**config.mk**
```make
export PLATFORM = sky130hd
export DESIGN_NAME = pawn_move_validator_flat
export DESIGN_NICKNAME = d
export VERILOG_FILES = /design/src/rtl/pawn_move_validator_if.sv /design/src/rtl/pawn_move_validator.sv /design/src/flat_wrapper.sv
export SDC_FILE = /design/constraint.sdc
export NUM_CORES = 1
export LEC_CHECK = 0
export ABC_AREA = 1
export BUFFER_PORTS_ARGS = -buffer_cell sky130_fd_sc_hd__buf_2
export CAP_MARGIN = 10
export CORE_MARGIN = 10
export CORE_UTILIZATION = 55
export DETAILED_ROUTE_END_ITERATION = 8
export GPL_TIMING_DRIVEN = 0
export PLACE_DENSITY = 0.79
export RECOVER_POWER = 50
export SETUP_SLACK_MARGIN = 0.15
export SLEW_MARGIN = 20
export SYNTH_ARGS = -nofsm -noshare
export SYNTH_HDL_FRONTEND = slang
export SYNTH_SLANG_ARGS = --single-unit
```
**constraint.sdc**
```tcl
create_clock -name clk -period 3.15 [get_ports clk]
set_clock_uncertainty 0.15 [all_clocks]
set_input_delay 0.1575 -clock clk [delete_from_list [all_inputs] [get_ports clk]]
set_output_delay 0.1575 -clock clk [all_outputs]
set_load 0.05 [all_outputs]
```
**src/rtl/pawn_move_validator_if.sv**
```systemverilog
// Request/result and board-read bundle of the pawn move validator.
// slave is the validator side, master is the requester/board side.
interface pawn_move_validator_if #(
   parameter int BOARD_DIM = 8,
   parameter int PW        = 4
) ();
   localparam int CW = $clog2(BOARD_DIM);

   logic          start;
   logic [CW-1:0] old_x;
   logic [CW-1:0] old_y;
   logic [CW-1:0] new_x;
   logic [CW-1:0] new_y;
   logic [PW-1:0] piece_type;
   logic          ep_valid;
   logic [CW-1:0] ep_x;
   logic [CW-1:0] ep_y;
   logic          rd_en;
   logic [CW-1:0] rd_x;
   logic [CW-1:0] rd_y;
   logic [PW-1:0] rd_data;
   logic          busy;
   logic          done;
   logic          valid_move;
   logic          promote;
   logic          ep_capture;
   logic          double_step;

   modport slave (
      input  start, old_x, old_y, new_x, new_y,
      input  piece_type, ep_valid, ep_x, ep_y,
      input  rd_data,
      output rd_en, rd_x, rd_y,
      output busy, done, valid_move, promote,
      output ep_capture, double_step
   );

   modport master (
      output start, old_x, old_y, new_x, new_y,
      output piece_type, ep_valid, ep_x, ep_y,
      output rd_data,
      input  rd_en, rd_x, rd_y,
      input  busy, done, valid_move, promote,
      input  ep_capture, double_step
   );
endinterface

```
**src/rtl/pawn_move_validator.sv**
```systemverilog
// Pawn move validator: classifies one pawn move, reads at most two
// board squares through a 1-cycle read port, reports a done pulse.
module pawn_move_validator #(
   parameter int BOARD_DIM  = 8,
   parameter int PW         = 4,
   parameter int WHITE_PAWN = 5,
   parameter int BLACK_PAWN = 11,
   parameter int BLACK_BASE = 6,
   parameter int EMPTY_CODE = 15
) (
   input  logic                 clk,
   input  logic                 reset_n,
   pawn_move_validator_if.slave bus
);
   localparam int CW = $clog2(BOARD_DIM);

   localparam logic [CW:0]   DIM_W  = (CW+1)'(BOARD_DIM);
   localparam logic [CW-1:0] ONE    = CW'(1);
   localparam logic [CW-1:0] ROW_0  = '0;
   localparam logic [CW-1:0] ROW_L  = CW'(BOARD_DIM - 1);
   localparam logic [CW-1:0] ROW_WS = CW'(BOARD_DIM - 2);
   localparam logic [CW-1:0] ROW_BS = CW'(1);
   localparam logic [CW-1:0] ROW_WE = CW'(2);
   localparam logic [CW-1:0] ROW_BE = CW'(BOARD_DIM - 3);

   localparam logic [PW-1:0] C_WP = PW'(WHITE_PAWN);
   localparam logic [PW-1:0] C_BP = PW'(BLACK_PAWN);
   localparam logic [PW-1:0] C_BB = PW'(BLACK_BASE);
   localparam logic [PW-1:0] C_EM = PW'(EMPTY_CODE);

   localparam logic signed [CW:0] D_P1 = (CW+1)'(1);
   localparam logic signed [CW:0] D_M1 = (CW+1)'(-1);
   localparam logic signed [CW:0] D_P2 = (CW+1)'(2);
   localparam logic signed [CW:0] D_M2 = (CW+1)'(-2);

   typedef enum logic [2:0] {
      IDLE, CLASSIFY, RD_MID, CHK_MID,
      RD_DST, CHK_DST, DONE
   } state_t;

   typedef enum logic [1:0] {
      K_ILLEGAL, K_PUSH1, K_PUSH2, K_DIAG
   } kind_t;

   state_t        r_state;
   state_t        w_next;
   logic [CW-1:0] r_old_x;
   logic [CW-1:0] r_old_y;
   logic [CW-1:0] r_new_x;
   logic [CW-1:0] r_new_y;
   logic [CW-1:0] r_ep_x;
   logic [CW-1:0] r_ep_y;
   logic [CW-1:0] r_rd_x;
   logic [CW-1:0] r_rd_y;
   logic [PW-1:0] r_piece;
   logic          r_ep_valid;
   logic          r_done;
   logic          r_valid;
   logic          r_promote;
   logic          r_ep_cap;
   logic          r_dbl;

   logic               w_accept;
   logic               w_white;
   logic               w_pawn;
   logic               w_in_range;
   logic               w_ok;
   logic signed [CW:0] w_dx;
   logic signed [CW:0] w_dy;
   logic signed [CW:0] w_dir;
   logic signed [CW:0] w_dir2;
   logic [CW-1:0]      w_mid_y;
   logic [CW-1:0]      w_start_row;
   kind_t              w_kind;
   logic               w_empty;
   logic               w_opp;
   logic               w_ep;
   logic               w_last;
   logic               w_legal;

   // While the done pulse is out the FSM already sits in IDLE;
   // a start seen in that cycle still belongs to the finished request.
   assign w_accept = (r_state == IDLE) && bus.start && !r_done;

   assign w_white = (r_piece == C_WP);
   assign w_pawn  = w_white || (r_piece == C_BP);

   generate
      if (BOARD_DIM == (1 << CW)) begin : g_pow2
         assign w_in_range = 1'b1;
      end else begin : g_npow2
         assign w_in_range =
            ({1'b0, r_old_x} < DIM_W) &&
            ({1'b0, r_old_y} < DIM_W) &&
            ({1'b0, r_new_x} < DIM_W) &&
            ({1'b0, r_new_y} < DIM_W);
      end
   endgenerate

   assign w_ok   = w_pawn && w_in_range;
   assign w_dx   = $signed({1'b0, r_new_x}) -
                   $signed({1'b0, r_old_x});
   assign w_dy   = $signed({1'b0, r_new_y}) -
                   $signed({1'b0, r_old_y});
   assign w_dir  = w_white ? D_M1 : D_P1;
   assign w_dir2 = w_white ? D_M2 : D_P2;

   assign w_start_row = w_white ? ROW_WS : ROW_BS;
   assign w_mid_y     = w_white ? (r_old_y - ONE)
                                : (r_old_y + ONE);

   // Move kind from the latched request; illegal unless a rule matches.
   always_comb begin
      w_kind = K_ILLEGAL;
      if (w_ok && w_dx == '0 && w_dy == w_dir)
         w_kind = K_PUSH1;
      else if (w_ok && w_dx == '0 && w_dy == w_dir2 &&
               r_old_y == w_start_row)
         w_kind = K_PUSH2;
      else if (w_ok && (w_dx == D_P1 || w_dx == D_M1) &&
               w_dy == w_dir)
         w_kind = K_DIAG;
   end

   assign w_empty = (bus.rd_data == C_EM);
   assign w_opp   = w_white ?
                    (bus.rd_data >= C_BB && bus.rd_data < C_EM) :
                    (bus.rd_data < C_BB);
   assign w_ep    = w_empty && r_ep_valid &&
                    r_new_x == r_ep_x && r_new_y == r_ep_y &&
                    r_ep_y == (w_white ? ROW_WE : ROW_BE);
   assign w_last  = r_new_y == (w_white ? ROW_0 : ROW_L);

   // Destination rule for the square just read.
   always_comb begin
      w_legal = 1'b0;
      unique case (w_kind)
         K_PUSH1, K_PUSH2: w_legal = w_empty;
         K_DIAG:           w_legal = w_opp || w_ep;
         default:          w_legal = 1'b0;
      endcase
   end

   // Next-state selection.
   always_comb begin
      w_next = r_state;
      unique case (r_state)
         IDLE:     if (w_accept) w_next = CLASSIFY;
         CLASSIFY: begin
            unique case (w_kind)
               K_PUSH2:         w_next = RD_MID;
               K_PUSH1, K_DIAG: w_next = RD_DST;
               default:         w_next = DONE;
            endcase
         end
         RD_MID:   w_next = CHK_MID;
         CHK_MID:  w_next = w_empty ? RD_DST : DONE;
         RD_DST:   w_next = CHK_DST;
         CHK_DST:  w_next = DONE;
         DONE:     w_next = IDLE;
         default:  w_next = IDLE;
      endcase
   end

   // State register and the done pulse that trails DONE by one cycle.
   always_ff @(posedge clk or negedge reset_n) begin
      if (!reset_n) begin
         r_state <= IDLE;
         r_done  <= 1'b0;
      end else begin
         r_state <= w_next;
         r_done  <= (r_state == DONE);
      end
   end

   // Capture the request on the accepting edge only.
   always_ff @(posedge clk or negedge reset_n) begin
      if (!reset_n) begin
         r_old_x    <= '0;
         r_old_y    <= '0;
         r_new_x    <= '0;
         r_new_y    <= '0;
         r_piece    <= '0;
         r_ep_valid <= 1'b0;
         r_ep_x     <= '0;
         r_ep_y     <= '0;
      end else if (w_accept) begin
         r_old_x    <= bus.old_x;
         r_old_y    <= bus.old_y;
         r_new_x    <= bus.new_x;
         r_new_y    <= bus.new_y;
         r_piece    <= bus.piece_type;
         r_ep_valid <= bus.ep_valid;
         r_ep_x     <= bus.ep_x;
         r_ep_y     <= bus.ep_y;
      end
   end

   // Read address loads on entry to a read state and holds otherwise.
   always_ff @(posedge clk or negedge reset_n) begin
      if (!reset_n) begin
         r_rd_x <= '0;
         r_rd_y <= '0;
      end else if (w_next == RD_MID) begin
         r_rd_x <= r_old_x;
         r_rd_y <= w_mid_y;
      end else if (w_next == RD_DST) begin
         r_rd_x <= r_new_x;
         r_rd_y <= r_new_y;
      end
   end

   // Results clear on accept, load from the destination check.
   always_ff @(posedge clk or negedge reset_n) begin
      if (!reset_n) begin
         r_valid   <= 1'b0;
         r_promote <= 1'b0;
         r_ep_cap  <= 1'b0;
         r_dbl     <= 1'b0;
      end else if (w_accept) begin
         r_valid   <= 1'b0;
         r_promote <= 1'b0;
         r_ep_cap  <= 1'b0;
         r_dbl     <= 1'b0;
      end else if (r_state == CHK_DST) begin
         r_valid   <= w_legal;
         r_promote <= w_legal && w_last;
         r_ep_cap  <= w_legal && (w_kind == K_DIAG) && w_ep;
         r_dbl     <= w_legal && (w_kind == K_PUSH2);
      end
   end

   assign bus.busy        = (r_state != IDLE);
   assign bus.done        = r_done;
   assign bus.rd_en       = (r_state == RD_MID) ||
                            (r_state == RD_DST);
   assign bus.rd_x        = r_rd_x;
   assign bus.rd_y        = r_rd_y;
   assign bus.valid_move  = r_valid;
   assign bus.promote     = r_promote;
   assign bus.ep_capture  = r_ep_cap;
   assign bus.double_step = r_dbl;
endmodule

```
**src/flat_wrapper.sv**
```systemverilog
// flat-port wrapper written by rule: the top's interface ports become plain ports
module pawn_move_validator_flat 
#(
   parameter int BOARD_DIM  = 8,
   parameter int PW         = 4,
   parameter int WHITE_PAWN = 5,
   parameter int BLACK_PAWN = 11,
   parameter int BLACK_BASE = 6,
   parameter int EMPTY_CODE = 15
)
  (clk, reset_n, bus_start, bus_old_x, bus_old_y, bus_new_x, bus_new_y, bus_piece_type, bus_ep_valid, bus_ep_x, bus_ep_y, bus_rd_data, bus_rd_en, bus_rd_x, bus_rd_y, bus_busy, bus_done, bus_valid_move, bus_promote, bus_ep_capture, bus_double_step);
  pawn_move_validator_if #(.BOARD_DIM(BOARD_DIM), .PW(PW)) bus_i ();
  input  logic clk;
  input  logic reset_n;
  input wire logic [$bits(bus_i.start)-1:0] bus_start;
  input wire logic [$bits(bus_i.old_x)-1:0] bus_old_x;
  input wire logic [$bits(bus_i.old_y)-1:0] bus_old_y;
  input wire logic [$bits(bus_i.new_x)-1:0] bus_new_x;
  input wire logic [$bits(bus_i.new_y)-1:0] bus_new_y;
  input wire logic [$bits(bus_i.piece_type)-1:0] bus_piece_type;
  input wire logic [$bits(bus_i.ep_valid)-1:0] bus_ep_valid;
  input wire logic [$bits(bus_i.ep_x)-1:0] bus_ep_x;
  input wire logic [$bits(bus_i.ep_y)-1:0] bus_ep_y;
  input wire logic [$bits(bus_i.rd_data)-1:0] bus_rd_data;
  output wire logic [$bits(bus_i.rd_en)-1:0] bus_rd_en;
  output wire logic [$bits(bus_i.rd_x)-1:0] bus_rd_x;
  output wire logic [$bits(bus_i.rd_y)-1:0] bus_rd_y;
  output wire logic [$bits(bus_i.busy)-1:0] bus_busy;
  output wire logic [$bits(bus_i.done)-1:0] bus_done;
  output wire logic [$bits(bus_i.valid_move)-1:0] bus_valid_move;
  output wire logic [$bits(bus_i.promote)-1:0] bus_promote;
  output wire logic [$bits(bus_i.ep_capture)-1:0] bus_ep_capture;
  output wire logic [$bits(bus_i.double_step)-1:0] bus_double_step;
  assign bus_i.start = bus_start;
  assign bus_i.old_x = bus_old_x;
  assign bus_i.old_y = bus_old_y;
  assign bus_i.new_x = bus_new_x;
  assign bus_i.new_y = bus_new_y;
  assign bus_i.piece_type = bus_piece_type;
  assign bus_i.ep_valid = bus_ep_valid;
  assign bus_i.ep_x = bus_ep_x;
  assign bus_i.ep_y = bus_ep_y;
  assign bus_i.rd_data = bus_rd_data;
  assign bus_rd_en = bus_i.rd_en;
  assign bus_rd_x = bus_i.rd_x;
  assign bus_rd_y = bus_i.rd_y;
  assign bus_busy = bus_i.busy;
  assign bus_done = bus_i.done;
  assign bus_valid_move = bus_i.valid_move;
  assign bus_promote = bus_i.promote;
  assign bus_ep_capture = bus_i.ep_capture;
  assign bus_double_step = bus_i.double_step;
  pawn_move_validator #(.BOARD_DIM(BOARD_DIM), .PW(PW), .WHITE_PAWN(WHITE_PAWN), .BLACK_PAWN(BLACK_PAWN), .BLACK_BASE(BLACK_BASE), .EMPTY_CODE(EMPTY_CODE)) u_core (.clk(clk), .reset_n(reset_n), .bus(bus_i));
endmodule
```
==> metrics.txt <==
outcome finished, violations left; failing checks capacitance limit, slew limit; Tmin final 2.715 ns; die area 6971 um^2; final setup vio count 0; H-tree lvl count 2; GRT Util Overall 16.44%; Post-synth EDFFs 0; Post-synth ARST share 100.0%; Hold Crit Class input pin to flop; Post-DP HPWL 3987 um; Ys Warns 0; Core Region 3943 um^2; Die Wd 83.49 um; Pre-antenna DRT Iters 4; TritonCTS clock tree yes; first-pass GRT wire length 9770 um; worst vdd ir 0.5809 mV; Initial Util 56.24%; post-synthesis sequential area ratio 41.76%; CTS Buffer Depth 2; Max-slew headroom -28.42%; max-slew violation count 38; #FFs+latches synth 37; Post-Syn Area 2217 um^2; Worst setup EP type flop; CP max FO 4; Max Cap Viol 1; final hold vios 0; Worst-Skew Late Latency 0.30 ns; critical path class flop to flop; cell count after synthesis 285; vias in the first global route 2165; clock-pin transition on the worst setup and hold timing paths 0.07 ns; R2R Path Start u_core.r_new_x[0]; setup TNS 0 ns; io pins 43; final RePlAce weighted congestion 0.8283; fin nets 401; Post-Syn Nets 327; initial antenna violation count 0; largest net degree at the start of global routing 38; f_max 368.3 MHz; CP startpoint u_core.r_new_x[0]; Die Span Y 83.49 um; Root Buffer clkbuf_8; Tcrit/Tclk final 86.19%; Iter 0 DRT Violations 98; Hold WS 0.2436 ns; Area Overhead vs Synth 28.22%; RSZ-0062 raised after global routing no; Critical Path Start Type flop; leakage power 1.469 nW; Distinct cells, synth 31; Num CTS Buffers 5; wire per inst 13.74 um; Req. time, crit path 3.21 ns; Site Rows 23; Crit path arrival time 2.78 ns; most frequent cells in the layout nand2_1 (84), inv_1 (39), dfrtp_1 (37); antenna viol nets, final 0; WL final 5634 um; total vias in the final route 2126; number of remaining DRC errors 0; layout cell share with drive strength beyond 1 17.22%; most common cell after layout, fill and taps aside nand2_1; Main synth FF type dfrtp_1; min-delay src bus_rd_data[0]; clock sink count 37; worst-margin pin slew 1.926 ns; Mean Syn Cell Area 7.779 um^2; Via density 5.185; Port Buf Inserts 42; final antenna diode count 0; total global routing overflow 0; Pwr per Cell Area 1092 nW/um^2
per-stage QoR:
step           worst slack (ns)  util, %  power [W]  cells  area [um^2]
2_1_floorplan            0.6900        -   0.002220    285         2217
3_3_place_gp             0.4789    63.15   0.002551    377         2490
3_5_place_dp             0.3809    63.15   0.002613    377         2490
4_1_cts                  0.3537    72.29   0.003094    409         2850
5_1_grt                  0.1653    72.10   0.003379    410         2843
6_report                 0.4352    72.10   0.003105    410         2843
worst max-delay path: stages, from the launching register on:
cell and delay (ns):
dfrtp_1 0.39, inv_2 0.10, ha_1 0.15, inv_1 0.06, fa_1 0.38, xnor2_1 0.22
nand3_1 0.16, nand2_1 0.14, nand3_2 0.12, nand2_1 0.11, inv_1 0.05, ha_1 0.26
nand2_1 0.05, nand2_1 0.08, nand2_1 0.06, o21ai_0 0.16
cell type report:
cell class                 instances  area (um^2)
buffer                             5        26.28
clock buffer                       6        82.58
clock inverter                     2        37.54
fill                             313         1100
inverter                          41        153.9
multi-input combinational        202         1111
sequential                        37        925.9
tap                               50        62.56
timing repair buffer              67        442.9
worst paths after layout:
| check | end | slack, ns | cells after the start |
|---|---|---|---|
| max | u_core.bus.promote | 0.44 | 15 |
| min | u_core.bus.ep_capture | 0.24 | 5 |
| max reg2reg | u_core.bus.promote | 0.44 | 15 |
| min reg2reg | u_core.bus.valid_move | 0.33 | 2 |
| max in group asynchronous | u_core.r_old_y[1] | 0.96 | 2 |
| min in group asynchronous | u_core.bus.promote | 0.78 | 2 |
state kept, by name, summed over array words and instances (netlist names), 3 cells and up:
register / cells
u_core.r_piece: 4
u_core.bus.rd_x: 3
u_core.bus.rd_y: 3
u_core.r_ep_x: 3
u_core.r_ep_y: 3
u_core.r_new_x: 3
u_core.r_new_y: 3
u_core.r_old_x: 3
u_core.r_old_y: 3
u_core.r_state: 3
logic make-up (layout without fill, tap and decap cells):
group           after synthesis  in the layout  synth area share (%)
buf+inv                      46            121                 8.126
xor+xnor                      5              5                 1.975
fa+ha+maj                    12             12                 7.788
flops                        37             37                 41.76
simple gates                153            153                 32.28
compound gates               32             32                 8.071
cell usage after synthesis (2+ instances only):
cell type | number | area share (%)
a21oi_1 | 6 | 1.4
nand3_1 | 30 | 6.8
nand2_2 | 10 | 2.8
o21ai_0 | 20 | 4.5
nor2_2 | 2 | 0.56
clkbuf_1 | 4 | 0.68
ha_1 | 9 | 5.1
nand2_4 | 2 | 1.0
nor3_1 | 3 | 0.68
nand2_1 | 84 | 14
dfrtp_1 | 37 | 42
nand3_2 | 2 | 0.90
nand4_1 | 5 | 1.4
xor2_1 | 4 | 1.6
fa_1 | 3 | 2.7
inv_1 | 40 | 6.8
nor2_1 | 10 | 1.7
report_power, final:
part	leakage, nW	switching [W]	total, W	internal [W]
Combinational	0.947	0.00122	0.00181	0.000584
Sequential	0.465	0.000173	0.000860	0.000687
Clock	0.0574	0.000180	0.000438	0.000258
Total	1.47	0.00158	0.00311	0.00153
metal layers:
layer	global-route usage, %	vias up	wire length, um	share of wire (%)
met5	0	-	0	0
met4	5.327	0	84	1.5
met3	4.199	11	359	6.4
met2	28.79	62	2791	50
met1	19.03	993	2399	43
li1	-	1060	-	-
what timing repair did:
item	CTS	global route
buffers inserted	0	1
resized for setup	0	1
hold endpoints to repair	60	0
endpoints found under the setup margin	0	1
hold buffers	24	0
Power figures use the tool's default switching activity.
